## src/rtl/rmii_send_frame_50_mhz.sv

```systemverilog
// rtl/rmii_send_frame_50_mhz.sv - RMII frame transmitter with preamble/SFD, FCS and IFG generation
//
// Ports:
//   clk         50 MHz RMII reference clock
//   rst         asynchronous active-low reset
//   fast_eth    1 = 100 Mbit/s, 0 = 10 Mbit/s, sampled at frame start
//   tx_data     payload byte from the source
//   tx_valid    payload byte valid; in idle it also requests a new frame
//   tx_last     marks tx_data as the final payload byte
//   tx_ack      one-clock pulse when tx_data has been captured
//   busy        frame in progress, preamble through end of inter-frame gap
//   err         one-clock pulse on payload underrun
//   rm_tx_data  RMII TXD[1:0]
//   rm_tx_en    RMII TX_EN

module rmii_send_frame_50_mhz (
    input  logic       clk,
    input  logic       rst,
    input  logic       fast_eth,
    input  logic [7:0] tx_data,
    input  logic       tx_valid,
    input  logic       tx_last,
    output logic       tx_ack,
    output logic       busy,
    output logic       err,
    output logic [1:0] rm_tx_data,
    output logic       rm_tx_en
);

    localparam logic [2:0] ST_IDLE = 3'd0;
    localparam logic [2:0] ST_PRE  = 3'd1;
    localparam logic [2:0] ST_SFD  = 3'd2;
    localparam logic [2:0] ST_DATA = 3'd3;
    localparam logic [2:0] ST_FCS  = 3'd4;
    localparam logic [2:0] ST_IFG  = 3'd5;

    localparam logic [31:0] CRC_INIT = 32'hFFFF_FFFF;
    localparam logic [31:0] CRC_POLY = 32'hEDB8_8320;

    logic [2:0]  state_q, state_d;
    logic        speed_q, speed_d;
    logic [3:0]  div_q,   div_d;
    logic [5:0]  idx_q,   idx_d;
    logic [7:0]  byte_q,  byte_d;
    logic        last_q,  last_d;
    logic [31:0] crc_q,   crc_d;
    logic        busy_q,  busy_d;
    logic        ack_q,   ack_d;
    logic        err_q,   err_d;
    logic [1:0]  txd_q,   txd_d;
    logic        txen_q,  txen_d;

    logic        tick;
    logic        boundary;
    logic [31:0] crc_upd;
    logic [31:0] fcs;
    logic [3:0]  fcs_nidx;

    // Reflected CRC-32 update over one byte, LSB first.
    function automatic logic [31:0] crc32_byte(input logic [31:0] crc_in, input logic [7:0] data);
        logic [31:0] c;
        c = crc_in ^ {24'd0, data};
        for (int i = 0; i < 8; i++) begin
            if (c[0]) begin
                c = (c >> 1) ^ CRC_POLY;
            end else begin
                c = c >> 1;
            end
        end
        return c;
    endfunction

    // At 10 Mbit/s the divider wraps 0..9 and only the wrap clock is a tick.
    assign tick     = speed_q | (div_q == 4'd9);
    assign crc_upd  = crc32_byte(crc_q, tx_data);
    assign fcs      = ~crc_q;
    assign fcs_nidx = idx_q[3:0] + 4'd1;

    // A byte boundary is reached after the last SFD dibit, or after the 4th
    // dibit of a payload byte that was not flagged as last.
    assign boundary = tick && (idx_q == 6'd3) &&
                      ((state_q == ST_SFD) || ((state_q == ST_DATA) && !last_q));

    always_comb begin
        state_d = state_q;
        speed_d = speed_q;
        idx_d   = idx_q;
        byte_d  = byte_q;
        last_d  = last_q;
        crc_d   = crc_q;
        busy_d  = busy_q;
        ack_d   = 1'b0;
        err_d   = 1'b0;
        txd_d   = txd_q;
        txen_d  = txen_q;

        if (state_q == ST_IDLE || speed_q || div_q == 4'd9) begin
            div_d = 4'd0;
        end else begin
            div_d = div_q + 4'd1;
        end

        case (state_q)
            ST_IDLE: begin
                txen_d = 1'b0;
                txd_d  = 2'b00;
                busy_d = 1'b0;
                if (tx_valid) begin
                    // First preamble dibit goes out on the start edge itself.
                    speed_d = fast_eth;
                    busy_d  = 1'b1;
                    div_d   = 4'd0;
                    idx_d   = 6'd0;
                    last_d  = 1'b0;
                    crc_d   = CRC_INIT;
                    state_d = ST_PRE;
                    txen_d  = 1'b1;
                    txd_d   = 2'b01;
                end
            end

            ST_PRE: begin
                if (tick) begin
                    txd_d = 2'b01;
                    if (idx_q == 6'd27) begin
                        state_d = ST_SFD;
                        idx_d   = 6'd0;
                    end else begin
                        idx_d = idx_q + 6'd1;
                    end
                end
            end

            ST_SFD: begin
                if (tick && idx_q != 6'd3) begin
                    idx_d = idx_q + 6'd1;
                    txd_d = (idx_q == 6'd2) ? 2'b11 : 2'b01;
                end
            end

            ST_DATA: begin
                if (tick) begin
                    if (idx_q != 6'd3) begin
                        idx_d = idx_q + 6'd1;
                        case (idx_q[1:0])
                            2'd0:    txd_d = byte_q[3:2];
                            2'd1:    txd_d = byte_q[5:4];
                            default: txd_d = byte_q[7:6];
                        endcase
                    end else if (last_q) begin
                        state_d = ST_FCS;
                        idx_d   = 6'd0;
                        txd_d   = fcs[1:0];
                    end
                end
            end

            ST_FCS: begin
                if (tick) begin
                    if (idx_q == 6'd15) begin
                        state_d = ST_IFG;
                        idx_d   = 6'd0;
                        txen_d  = 1'b0;
                        txd_d   = 2'b00;
                    end else begin
                        idx_d = idx_q + 6'd1;
                        txd_d = fcs[{fcs_nidx, 1'b0} +: 2];
                    end
                end
            end

            ST_IFG: begin
                txen_d = 1'b0;
                txd_d  = 2'b00;
                if (tick) begin
                    if (idx_q == 6'd47) begin
                        state_d = ST_IDLE;
                        idx_d   = 6'd0;
                        busy_d  = 1'b0;
                    end else begin
                        idx_d = idx_q + 6'd1;
                    end
                end
            end

            default: begin
                state_d = ST_IDLE;
                idx_d   = 6'd0;
                busy_d  = 1'b0;
                txen_d  = 1'b0;
                txd_d   = 2'b00;
            end
        endcase

        // Byte boundary: either pull the next payload byte or abort on underrun.
        if (boundary) begin
            if (tx_valid) begin
                byte_d  = tx_data;
                last_d  = tx_last;
                crc_d   = crc_upd;
                ack_d   = 1'b1;
                state_d = ST_DATA;
                idx_d   = 6'd0;
                txen_d  = 1'b1;
                txd_d   = tx_data[1:0];
            end else begin
                err_d   = 1'b1;
                state_d = ST_IFG;
                idx_d   = 6'd0;
                txen_d  = 1'b0;
                txd_d   = 2'b00;
            end
        end
    end

    always_ff @(posedge clk or negedge rst) begin
        if (!rst) begin
            state_q <= ST_IDLE;
            speed_q <= 1'b0;
            div_q   <= 4'd0;
            idx_q   <= 6'd0;
            byte_q  <= 8'd0;
            last_q  <= 1'b0;
            crc_q   <= CRC_INIT;
            busy_q  <= 1'b0;
            ack_q   <= 1'b0;
            err_q   <= 1'b0;
            txd_q   <= 2'b00;
            txen_q  <= 1'b0;
        end else begin
            state_q <= state_d;
            speed_q <= speed_d;
            div_q   <= div_d;
            idx_q   <= idx_d;
            byte_q  <= byte_d;
            last_q  <= last_d;
            crc_q   <= crc_d;
            busy_q  <= busy_d;
            ack_q   <= ack_d;
            err_q   <= err_d;
            txd_q   <= txd_d;
            txen_q  <= txen_d;
        end
    end

    assign tx_ack     = ack_q;
    assign busy       = busy_q;
    assign err        = err_q;
    assign rm_tx_data = txd_q;
    assign rm_tx_en   = txen_q;

endmodule

```

## config.mk

```make
export PLATFORM = sky130hd
export DESIGN_NAME = rmii_send_frame_50_mhz
export DESIGN_NICKNAME = d
export VERILOG_FILES = /design/src/rtl/rmii_send_frame_50_mhz.sv
export SDC_FILE = /design/constraint.sdc
export NUM_CORES = 1
export LEC_CHECK = 0
export BUFFER_PORTS_ARGS = -buffer_cell sky130_fd_sc_hd__buf_2
export CAP_MARGIN = 0
export CELL_PAD_IN_SITES_DETAIL_PLACEMENT = 1
export CELL_PAD_IN_SITES_GLOBAL_PLACEMENT = 1
export CORE_ASPECT_RATIO = 0.75
export CORE_MARGIN = 2
export CORE_UTILIZATION = 40
export CTS_CLUSTER_DIAMETER = 120
export CTS_CLUSTER_SIZE = 8
export DETAILED_ROUTE_END_ITERATION = 16
export PLACE_DENSITY_LB_ADDON = 0.1
export SYNTH_ARGS = -nofsm -noshare
export SYNTH_HDL_FRONTEND = slang
export SYNTH_SLANG_ARGS = --single-unit
export TNS_END_PERCENT = 30
```

## constraint.sdc

```tcl
create_clock -name clk -period 2.43 [get_ports clk]
set_clock_uncertainty 0.1 [all_clocks]
set_input_delay 0.1215 -clock clk [delete_from_list [all_inputs] [get_ports clk]]
set_output_delay 0.1215 -clock clk [all_outputs]
set_load 0.005 [all_outputs]
```

==> results by group, run 1 <==
Setup path
  • Worst EP required: between 2 and 3 ns
  • Worst R2R End: state_q[0]$_DFFE_PN0P_
  • Worst Setup End Kind: flop
  • CP arrival: about 2.5 ns
  • Worst reg-to-reg setup slack: 0.06 ns
  • Worst-path fanout max: 11
  • CP Class: reg2reg
  • CP max stage delay: roughly 0.53 ns
  • Crit-path cells: or2_2, nor3_1, nor2_1, o21ai_2, mux2_4
  • Crit path max-delay cell type: dfrtp_1
  • Depth of the most critical reg-to-reg path: 5
  • CP Launch Type: flop
  • Critical R2R Launch: state_q[1]$_DFFE_PN0P_

Power
  • Leakage: around 0.0019 µW
  • VDD IR-drop max: approximately 560 µV
  • Design Power: 4830 µW
  • PwrDens: approximately 1000 nW/µm²

Clocking
  • H-tree depth: 3
  • CTS tree: built
  • Sink Count: between 50 and 60
  • Post-CTS setup repair buffer count: 0
  • Clock slew at reported path FFs: around 0.05 ns
  • Total CTS buffers: 9
  • CTS max path bufs: 2
  • Clock Root Buffer: clkbuf_16
  • Worst skew pair latency: 0.33 ns

Drt
  • DRC: 0
  • ANT nets after route: 0
  • Routed len/inst: ~20 µm
  • DR pass1 iterations: 4
  • Final WL: between 10,000 and 15,000 µm
  • Vias: around 3,100
  • DR iter-0 viols: 160
  • Via density: ~5.5

Yosys
  • EDFF count, synth: 0
  • Area leader, netlist: dfstp_2
  • Post-synth cell types: 56
  • Mapped Cells: ~380
  • Register bit total from synthesis: 59
  • Post-synth design cell area: approximately 3800 µm²
  • Synth warn: 0
  • Post-synth top area share: around 22%
  • Ys async rst share: 100%
  • Main flop type after synthesis: dfstp_2
  • Syn Area/Cell: between 10 and 15 µm²
  • Sequential area share after synthesis: between 30% and 40%
  • Synth area leaders: dfstp_2 22%, dfrtp_1 18%, xnor2_1 7.7%, xor2_1 6.4%, nor3_1 5.2%
  • Net Count, Synth: about 400

Floorplan
  • Io pins: 19
  • Die area: roughly 10,000 µm²
  • FP Rows: 30
  • Die W: roughly 120 µm
  • Die height: between 80 and 90 µm
  • Starting Density: a little over two fifths
  • Core area: between 9000 and 10,000 µm²

Global routing
  • First-pass GRT wire length: roughly 18,000 µm
  • Overall routing resource usage: between 20% and 30%
  • Largest net degree at the start of global routing: 34
  • Vias in the first global route: roughly 3,200
  • Grt ovf: 0
  • Initial antenna violation count: 0

Final layout
  • Design area: ~4700 µm²
  • Non-Filler Instances: about 560
  • Fraction of layout cells with a size suffix above 1: between 20 and 30%
  • Final nets: between 400 and 500
  • Number of fill cells: just over 1,000
  • N_diodes: 0
  • Syn-to-layout area delta: 21.3%

STA
  • Period utilization: a little over nine tenths
  • Tmin final: 2.37 ns
  • Max_slew headroom: between 50% and 60%
  • RSZ-0062 raised after global routing: false
  • Total negative slack: 0 ns
  • Final max-slew violation count: 0
  • Worst-margin pin slew: 0.743 ns
  • Final setup fails: 0
  • Max Clk Rate: roughly 420 MHz
  • Min Hold Slack: between 0.1 and 0.15 ns
  • Endpoints failing hold: 0

Place
  • Port bufs: 18
  • Placement Cell Area: 4240 µm²
  • DPL Wire Length: around 8300 µm
  • Post-Place Cells: between 500 and 600
  • Routability cong.: ~0.87

Status
  • Status: finished clean

Worst hold path
  • Hold wc startpoint: tx_data[1]
  • Worst Hold End: rm_tx_data[1]$_DFFE_PN0P_
  • Hold Path Stages: 3
  • Worst hold-check path type: in2reg

Flow run
  • Max Cap Viol: 0
-- metrics by stage --
| stage | worst slack (ns) | utilization [%] |
|---|---|---|
| floorplan | 0.113 | - |
| global placement | 0.210 | 46.1 |
| finish | 0.0634 | 50.7 |
| global route | 0.00746 | 50.7 |
| CTS | 0.0721 | 50.7 |
| detailed placement | 0.0551 | 46.1 |
-- cell usage after synthesis (all sizes together), types with 3 or more instances --
library cell / instances
dfrtp: 27
mux2: 5
o22ai: 4
ha: 6
and3: 3
o31ai: 3
nand2b: 4
a22o: 3
dfstp: 32
mux4: 8
mux2i: 5
nand2: 35
nor2b: 3
inv: 6
or2: 3
nand3: 5
nor3: 41
buf: 12
nor2: 22
xor2: 28
o21ai: 10
xnor2: 44
clkbuf: 6
a21oi: 37
-- layout make-up --
class / instances / area, µm² / share of cell area, %
Clock buffer: 9 / 225 / 4.83
Clock inverter: 7 / 92.6 / 1.98
Inverter: 6 / 22.5 / 0.483
Multi-Input combinational cell: 300 / 2230 / 47.9
Sequential cell: 59 / 1520 / 32.5
Tap cell: 128 / 160 / 3.43
Timing Repair Buffer: 53 / 415 / 8.91
-- critical path: cells and delay by family (launching register included) --
kind / cells / cell delay (ns)
flops: 1 / 0.53
mux: 1 / 0.32
compound gates: 1 / 0.18
simple gates: 3 / 1.13
-- timing repair --
item / in CTS / in global routing
hold endpoints to repair: 27 / 0
hold buffers: 10 / 0
resized for setup: 0 / 1
endpoints found under the setup margin: 0 / 1
-- how the worst max path moves through the flow --
stage	start	endpoint	slack, ns	cells after the start
after floorplan	idx_q[0]$_DFFE_PN0P_	rm_tx_data[1]$_DFFE_PN0P_	0.11	9
after global placement	idx_q[1]$_DFFE_PN0P_	rm_tx_data[1]$_DFFE_PN0P_	0.21	7
after detailed placement	idx_q[1]$_DFFE_PN0P_	rm_tx_data[1]$_DFFE_PN0P_	0.06	7
after CTS	idx_q[1]$_DFFE_PN0P_	rm_tx_data[1]$_DFFE_PN0P_	0.07	7
after global routing	div_q[0]$_DFF_PN0_	state_q[0]$_DFFE_PN0P_	0.007	6
final	state_q[1]$_DFFE_PN0P_	state_q[0]$_DFFE_PN0P_	0.06	5
-- state kept, by name, indices dropped and copies added, names as in the netlist, named ones only --
name        flops
tx_ack          1
div_q           4
byte_q          6
busy            1
speed_q         1
state_q         3
rm_tx_data      2
crc_q          32
err             1
idx_q           6
rm_tx_en        1
-- placed cells by master, fill, tap and decap left out, drive strengths merged, types with 3 or more instances in the layout --
cell type and instances:
clkbuf 9, xnor2 44, mux4 8, nor2b 3
nor3 41, o22ai 4, nand3 5, a22o 3
a21oi 37, nor2 22, buf 43, dfstp 32
mux2 5, clkinvlp 3, or2 3, nand2b 4
and3 3, o21ai 10, mux2i 5, xor2 28
ha 6, inv 6, dlygate4sd3 10, o31ai 3
dfrtp 27, nand2 35
-- routing by layer --
layer  wire length (µm)  part of all wire [%]  up-vias  track usage, %
met5                  0                     0        -               0
met4                115                   1.0        0            5.99
met3                508                   4.5        9            4.75
met2               4680                    41       56            34.4
met1               6090                    53     1586            37.8
li1                   -                     -     1457               -
-- logic make-up (layout without fill, tap and decap cells) --
logic type,count (synthesis),count (layout),share of synthesized area [%]
AO/OA/AOI/OAI,75,75,12.6
XOR/XNOR,74,74,19.5
adder cells (fa/ha/maj),6,6,1.95
buffers and inverters,24,75,2.83
flip-flops,59,59,39.4
multiplexers,18,18,7.55
AND/OR/NAND/NOR,127,127,16.2
-- power breakdown --
group | internal, µW | switching [µW]
Clock | 892 | 480
Combinational | 890 | 1170
Sequential | 1190 | 212
No activity file was read; power rests on OpenSTA's default activity.
==> run 2: changes to the inputs <==
--- a/config.mk
+++ b/config.mk
@@ -10,7 +10,7 @@
 export CELL_PAD_IN_SITES_DETAIL_PLACEMENT = 1
 export CELL_PAD_IN_SITES_GLOBAL_PLACEMENT = 1
 export CORE_ASPECT_RATIO = 0.75
-export CORE_MARGIN = 2
+export CORE_MARGIN = 3
 export CORE_UTILIZATION = 40
 export CTS_CLUSTER_DIAMETER = 120
 export CTS_CLUSTER_SIZE = 8
==> constraint.sdc (replaced) <==
create_clock -name clk -period 2.43 [get_ports clk]
set_clock_uncertainty 0.1 [all_clocks]
set_input_delay 0.486 -clock clk [delete_from_list [all_inputs] [get_ports clk]]
set_output_delay 0.486 -clock clk [all_outputs]
set_load 0.005 [all_outputs]
==> run 2 against run 1 <==
Worst hold slack lost 0.061 ns. Design area shrank 0.67%. Die area grew 4.0%. Sequential power is essentially flat. Sequential cell count is the same. Total power grew 1.1%. Highest routed layer unchanged.
==> results by group, run 2 (synthesis gave the netlist of run 1 again) <==
Status
  • Status: finished clean

STA
  • Final setup fails: 0 (unchanged)
  • Endpoints failing hold: 0 (unchanged)
  • Tmin final: 2.31 ns (-0.0572 ns)
  • Max_slew headroom: 58.7% (+8.6 points)
  • RSZ-0062 raised after global routing: false
  • Period utilization: 95.0% (-2.4 points)
  • Final max-slew violation count: 0 (unchanged)
  • Total negative slack: 0 ns (unchanged)
  • Worst-margin pin slew: 0.615 ns (-0.129 ns)
  • Max Clk Rate: 433 MHz (+2.5%)

Floorplan
  • Io pins: 19 (unchanged)
  • Die height: 90.9 µm (+2.2%)
  • Starting Density: 41.8% (unchanged)
  • Die W: 119 µm (+1.7%)
  • Core area: 9200 µm² (unchanged)
  • Die area: 10,800 µm² (+4.0%)
  • FP Rows: 30 (unchanged)

Global routing
  • Largest net degree at the start of global routing: 60 (+76%)
  • Initial antenna violation count: 0 (unchanged)
  • Vias in the first global route: 3,294 (+1.7%)
  • Overall routing resource usage: 22.4% (-1.9 points)
  • Grt ovf: 0 (unchanged)
  • First-pass GRT wire length: 18,600 µm (+0.63%)

Setup path
  • Critical R2R Launch: idx_q[0]$_DFFE_PN0P_
  • Worst-path fanout max: 6 (-5)
  • Worst reg-to-reg setup slack: 0.12 ns (+0.06 ns)
  • CP Class: reg2reg
  • CP Launch Type: flop
  • Worst R2R End: state_q[0]$_DFFE_PN0P_
  • Worst Setup End Kind: flop
  • CP arrival: 2.43 ns (-0.05 ns)
  • Depth of the most critical reg-to-reg path: 6 (+1)
  • Worst EP required: 2.55 ns (about the same)

Drt
  • DR pass1 iterations: 4 (unchanged)
  • Vias: 3,080 (-0.90%)
  • DR iter-0 viols: 114 (-29%)
  • ANT nets after route: 0 (unchanged)
  • Via density: 5.51 (-0.37%)
  • DRC: 0 (unchanged)
  • Routed len/inst: 19.9 µm (-1.6%)
  • Final WL: 11,100 µm (-2.2%)

Final layout
  • Most common cell after layout, fill and taps aside: nor3_1
  • N_diodes: 0 (unchanged)
  • Biggest registers after layout: crc_q: 32 flops, byte_q: 6 flops, idx_q: 6 flops
  • Top reg by flops: crc_q
  • Number of fill cells: 1,013 (-2.2%)
  • Largest register FFs: 32 (unchanged)
  • Final nets: 445 (-0.67%)
  • Design area: 4630 µm² (-0.67%)
  • Syn-to-layout area delta: 20.5%
  • Fraction of layout cells with a size suffix above 1: 30.4% (+1.6 points)
  • Commonest cells after routing, fill and taps aside: 40 x nor3_1, 37 x a21oi_1, 35 x nand2_1, 34 x xnor2_1, 32 x dfstp_2

Power
  • P_sw: 1840 µW (-0.91%)
  • Net Sw Frac: 37.7% (-0.78 points)
  • Design Power: 4890 µW (+1.1%)
  • Clock Power Share: 28.5% (about the same)
  • Leakage: 0.00190 µW (-0.30%)
  • Internal power: 3050 µW (+2.4%)
  • Flop pwr share: 28.3% (-0.8 points)
  • VDD IR-drop max: 636 µV (+13%)
  • Comb power frac: 43.2% (+0.7 points)
  • PwrDens: 1050 nW/µm² (+1.8%)

Place
  • DPL Wire Length: 8160 µm (-1.6%)
  • Placement Cell Area: 4270 µm² (+0.71%)
  • Routability cong.: 0.893 (+2.2%)
  • Port bufs: 18 (unchanged)

Clocking
  • Worst skew pair latency: 0.34 ns (about the same)
  • Post-CTS Hold Buffers: 0 (-10)
  • Sink Count: 59 (unchanged)
  • Clock Root Buffer: clkbuf_16
  • Clock slew at reported path FFs: 0.05 ns (about the same)
  • Total CTS buffers: 9 (unchanged)
  • CTS max path bufs: 2 (unchanged)
  • H-tree depth: 3 (unchanged)
  • CTS tree: built

Worst hold path
  • Worst hold-check path type: in2async

Flow run
  • Max Cap Viol: 0 (unchanged)
run 2: changes by cell type in the layout (fill, tap and decap cells not counted):
cell / change
clkinvlp_4: -1
clkbuf_8: +1
clkinv_2: -2
clkbuf_1: +2
ha_4: +1
ha_1: -1
dlygate4sd3_1: -10
buf_4: +7
run 2: layout make-up:
| type | instances | area, µm² | share of cell area, % |
|---|---|---|---|
| multi-input cells | 300 | 2240 | 48.4 |
| flip-flops and latches | 59 | 1520 | 32.7 |
| repair buffers | 50 | 368 | 7.94 |
| clock buffers | 12 | 246 | 5.32 |
| well taps | 128 | 160 | 3.46 |
| clock inverters | 4 | 75.1 | 1.62 |
| inverters | 6 | 22.5 | 0.486 |
run 2: per-stage QoR:
stage | hold WS (ns) | cells | util (%) | setup WS, ns
after floorplan | 0.0904 | 383 | - | 0.113
after global placement | 0.356 | 540 | 46.5 | 0.0847
after detailed placement | 0.357 | 540 | 46.5 | 0.0298
after CTS | 0.0645 | 557 | 50.1 | 0.0312
after global routing | 0.0808 | 559 | 50.4 | 0.0193
final | 0.0665 | 559 | 50.4 | 0.121
run 2: power by group through the flow:
stage	sequential (µW)	clock [µW]	combinational [µW]
after floorplan	1320	0	1430
after global placement	1390	0	2020
after detailed placement	1390	0	2050
after CTS	1380	1420	2070
after global routing	1420	1480	2330
final	1380	1390	2110
run 2: metal layers:
metal	wire, µm	track usage [%]	vias up
met4	133	6.08	0
met5	0	0	-
met3	650	5.32	10
li1	-	-	1453
met2	4590	30.9	62
met1	5780	34.5	1555
run 2: worst max path at each step:
stage	startpoint	to	slack, ns
2_1_floorplan	idx_q[0]$_DFFE_PN0P_	rm_tx_data[1]$_DFFE_PN0P_	0.11
3_3_place_gp	div_q[0]$_DFF_PN0_	idx_q[3]$_DFFE_PN0P_	0.08
3_5_place_dp	div_q[0]$_DFF_PN0_	idx_q[0]$_DFFE_PN0P_	0.03
4_1_cts	idx_q[0]$_DFFE_PN0P_	rm_tx_data[1]$_DFFE_PN0P_	0.03
5_1_grt	idx_q[0]$_DFFE_PN0P_	state_q[0]$_DFFE_PN0P_	0.02
6_report	idx_q[0]$_DFFE_PN0P_	state_q[0]$_DFFE_PN0P_	0.12
run 2: timing repair:
action / CTS / global route
setup endpoints to repair: 4 / 29
resized for setup: 0 / 3
pin swaps: 1 / 2
setup buffers: 1 / 2
run 2: critical path: stages (launching register included):
cell      delay, ns
dfrtp_1        0.44
ha_2           0.24
nand2b_1       0.15
or4_1          0.57
a31oi_4        0.24
o21ai_2        0.13
mux2_4         0.31
==> run 3: changes to the inputs <==
--- a/config.mk
+++ b/config.mk
@@ -5,13 +5,14 @@
 export SDC_FILE = /design/constraint.sdc
 export NUM_CORES = 1
 export LEC_CHECK = 0
+export ABC_CLOCK_PERIOD_IN_PS = 2430
 export BUFFER_PORTS_ARGS = -buffer_cell sky130_fd_sc_hd__buf_2
 export CAP_MARGIN = 0
 export CELL_PAD_IN_SITES_DETAIL_PLACEMENT = 1
 export CELL_PAD_IN_SITES_GLOBAL_PLACEMENT = 1
 export CORE_ASPECT_RATIO = 0.75
 export CORE_MARGIN = 3
-export CORE_UTILIZATION = 40
+export CORE_UTILIZATION = 30
 export CTS_CLUSTER_DIAMETER = 120
 export CTS_CLUSTER_SIZE = 8
 export DETAILED_ROUTE_END_ITERATION = 16
==> constraint.sdc (replaced) <==
create_clock -name clk -period 2.43 [get_ports clk]
set_clock_uncertainty 0.1 [all_clocks]
set_input_delay 0 -clock clk [delete_from_list [all_inputs] [get_ports clk]]
set_output_delay 0 -clock clk [all_outputs]
set_load 0.005 [all_outputs]
==> run 3 against run 2 <==
Worst hold slack improved by 0.024 ns. Wire length rose by 7.5%. Register-to-register slack barely moved. Non-clock buffer count rose by 8. Die area rose by 31%. Sequential share of layout area fell by 0.90 points. Critical path depth did not move. Highest routed layer unchanged.
==> results by group, run 3 (synthesis gave the netlist of run 1 again) <==
Final layout
  • Largest register FFs: 32 (unchanged)
  • Fraction of layout cells with a size suffix above 1: 29.6% (-0.78 points)
  • Non-Filler Instances: 605 (+8.2%)
  • Final nets: 453 (+1.8%)
  • Fin util: 38.4% (-12 points)
  • Top reg by flops: crc_q
  • Most common cell after layout, fill and taps aside: nor3_1
  • Commonest cells after routing, fill and taps aside: 40 x nor3_1, 37 x a21oi_1, 35 x nand2_1, 34 x xnor2_1, 32 x dfstp_2
  • N_diodes: 0 (unchanged)
  • Biggest registers after layout: crc_q: 32 flops, byte_q: 6 flops, idx_q: 6 flops
  • Syn-to-layout area delta: 23.9%

Clocking
  • Sink Count: 59 (unchanged)
  • Clock Root Buffer: clkbuf_16
  • Total CTS buffers: 9 (unchanged)
  • CTS tree: built
  • Clock slew at reported path FFs: 0.06 ns (about the same)
  • H-tree depth: 3 (unchanged)
  • Worst skew pair latency: 0.34 ns (about the same)
  • CTS max path bufs: 2 (unchanged)

Drt
  • ANT nets after route: 0 (unchanged)
  • DR iter-0 viols: 157 (+38%)
  • Via density: 5.07 (-7.9%)
  • DRC: 0 (unchanged)
  • Final WL: 12,000 µm (+7.5%)
  • Routed len/inst: 19.8 µm (-0.65%)
  • Vias: 3,070 (-0.32%)
  • DR pass1 iterations: 4 (unchanged)

STA
  • Total negative slack: 0 ns (unchanged)
  • Period utilization: 94.8% (-0.24 points)
  • Max Clk Rate: 434 MHz (+0.25%)
  • Final max-slew violation count: 0 (unchanged)
  • RSZ-0062 raised after global routing: false
  • Endpoints failing hold: 0 (unchanged)
  • Max_slew headroom: 49.0% (-9.7 points)
  • Tmin final: 2.30 ns (-0.00583 ns)
  • Worst-margin pin slew: 0.764 ns (+0.149 ns)
  • Min Hold Slack: 0.0910 ns (+0.0244 ns)
  • Final setup fails: 0 (unchanged)

Global routing
  • Initial antenna violation count: 0 (unchanged)
  • Largest net degree at the start of global routing: 34 (-43%)
  • Vias in the first global route: 3,229 (-2.0%)
  • First-pass GRT wire length: 19,500 µm (+4.8%)
  • Overall routing resource usage: 18.0% (-4.4 points)
  • Grt ovf: 0 (unchanged)

Place
  • Routability cong.: 0.869 (-2.7%)
  • Port bufs: 18 (unchanged)
  • DPL Wire Length: 8890 µm (+9.0%)
  • Post-Place Cells: 577 (+6.9%)

Status
  • Status: finished clean

Power
  • Leakage: 0.00193 µW (+1.7%)
  • Design Power: 4950 µW (+1.4%)
  • VDD IR-drop max: 366 µV (-42%)
  • PwrDens: 1040 nW/µm² (-1.4%)
  • Internal power: 3060 µW (+0.45%)
  • Clock Power Share: 28.7% (+0.2 points)
  • Flop pwr share: 28.5% (+0.2 points)
  • Comb power frac: 42.8% (-0.4 points)
  • P_sw: 1890 µW (+2.9%)
  • Net Sw Frac: 38.2% (+0.56 points)

Setup path
  • Depth of the most critical reg-to-reg path: 6 (unchanged)
  • CP Class: reg2reg
  • Worst EP required: 2.55 ns (about the same)
  • CP Launch Type: flop
  • Worst Setup End Kind: flop
  • CP arrival: 2.43 ns (about the same)
  • Worst-path fanout max: 6 (unchanged)

Worst hold path
  • Worst hold-check path type: in2reg
  • Hold Path Stages: 4

Floorplan
  • Die area: 14,200 µm² (+31%)
  • FP Rows: 35 (+17%)
  • Starting Density: 31.0% (-11 points)
  • Die W: 137 µm (+15%)
  • Die height: 104 µm (+14%)
  • Core area: 12,400 µm² (+35%)
  • Io pins: 19 (unchanged)

Flow run
  • Max Cap Viol: 0 (unchanged)
-- run 3: cell types whose count changed in the layout (fill, tap and decap cells not counted) --
cell and delta:
ha_4 -1, clkinv_4 +1, dlygate4sd3_1 +11, ha_2 +1, clkinv_2 +1, buf_4 -3
clkbuf_1 -2
-- run 3: final timing paths --
check,start,to,slack [ns]
hold reg to reg,byte_q[4]$_DFFE_PN0P_,byte_q[4]$_DFFE_PN0P_,0.37
hold / removal,tx_data[0],rm_tx_data[0]$_DFFE_PN0P_,0.09
max in group asynchronous,rst,crc_q[15]$_DFF_PN1_,1.25
setup / recovery,idx_q[1]$_DFFE_PN0P_,state_q[0]$_DFFE_PN0P_,0.13
min in group asynchronous,rst,idx_q[0]$_DFFE_PN0P_,0.17
setup reg to reg,idx_q[1]$_DFFE_PN0P_,state_q[0]$_DFFE_PN0P_,0.13
-- run 3: critical path: stages (launching register included) --
cell and delay [ns]:
dfrtp_1 0.41, ha_2 0.25, nand2b_1 0.15, or4_1 0.56, a31oi_4 0.27, o21ai_2 0.14
mux2_4 0.31
-- run 3: stage by stage --
step	worst slack, ns	cell area (µm²)
final	0.126	4760
after global placement	0.0610	4310
after CTS	0.0162	4750
after floorplan	0.113	3850
after detailed placement	0.00721	4310
after global routing	0.0254	4760
-- run 3: power by group through the flow --
stage / combinational (µW) / sequential (µW) / clock [µW]
after detailed placement: 2090 / 1420 / 0
after global placement: 2080 / 1430 / 0
after floorplan: 1430 / 1320 / 0
after global routing: 2340 / 1440 / 1500
final: 2120 / 1410 / 1420
after CTS: 2120 / 1410 / 1470
-- run 3: final cells by class --
| cell class | count | area (µm²) |
|---|---|---|
| inverters | 6 | 22.5 |
| clock buffers | 10 | 239 |
| fillers | 1386 | 7630 |
| well taps | 166 | 208 |
| repair buffers | 58 | 455 |
| clock inverters | 6 | 88.8 |
| flip-flops and latches | 59 | 1520 |
| multi-input cells | 300 | 2230 |
-- run 3: layer usage --
metal / up-vias / track usage (%) / part of all wire [%]
met3: 9 / 3.68 / 4.2
li1: 1461 / - / -
met1: 1547 / 29.1 / 54
met4: 0 / 3.67 / 0.76
met2: 53 / 24.1 / 41
met5: - / 0 / 0
-- run 3: what timing repair did --
action,in CTS,in global routing
hold buffers,11,0
gates resized for setup,0,2
setup endpoints to repair,0,10
setup buffers,0,1
hold endpoints to repair,29,0
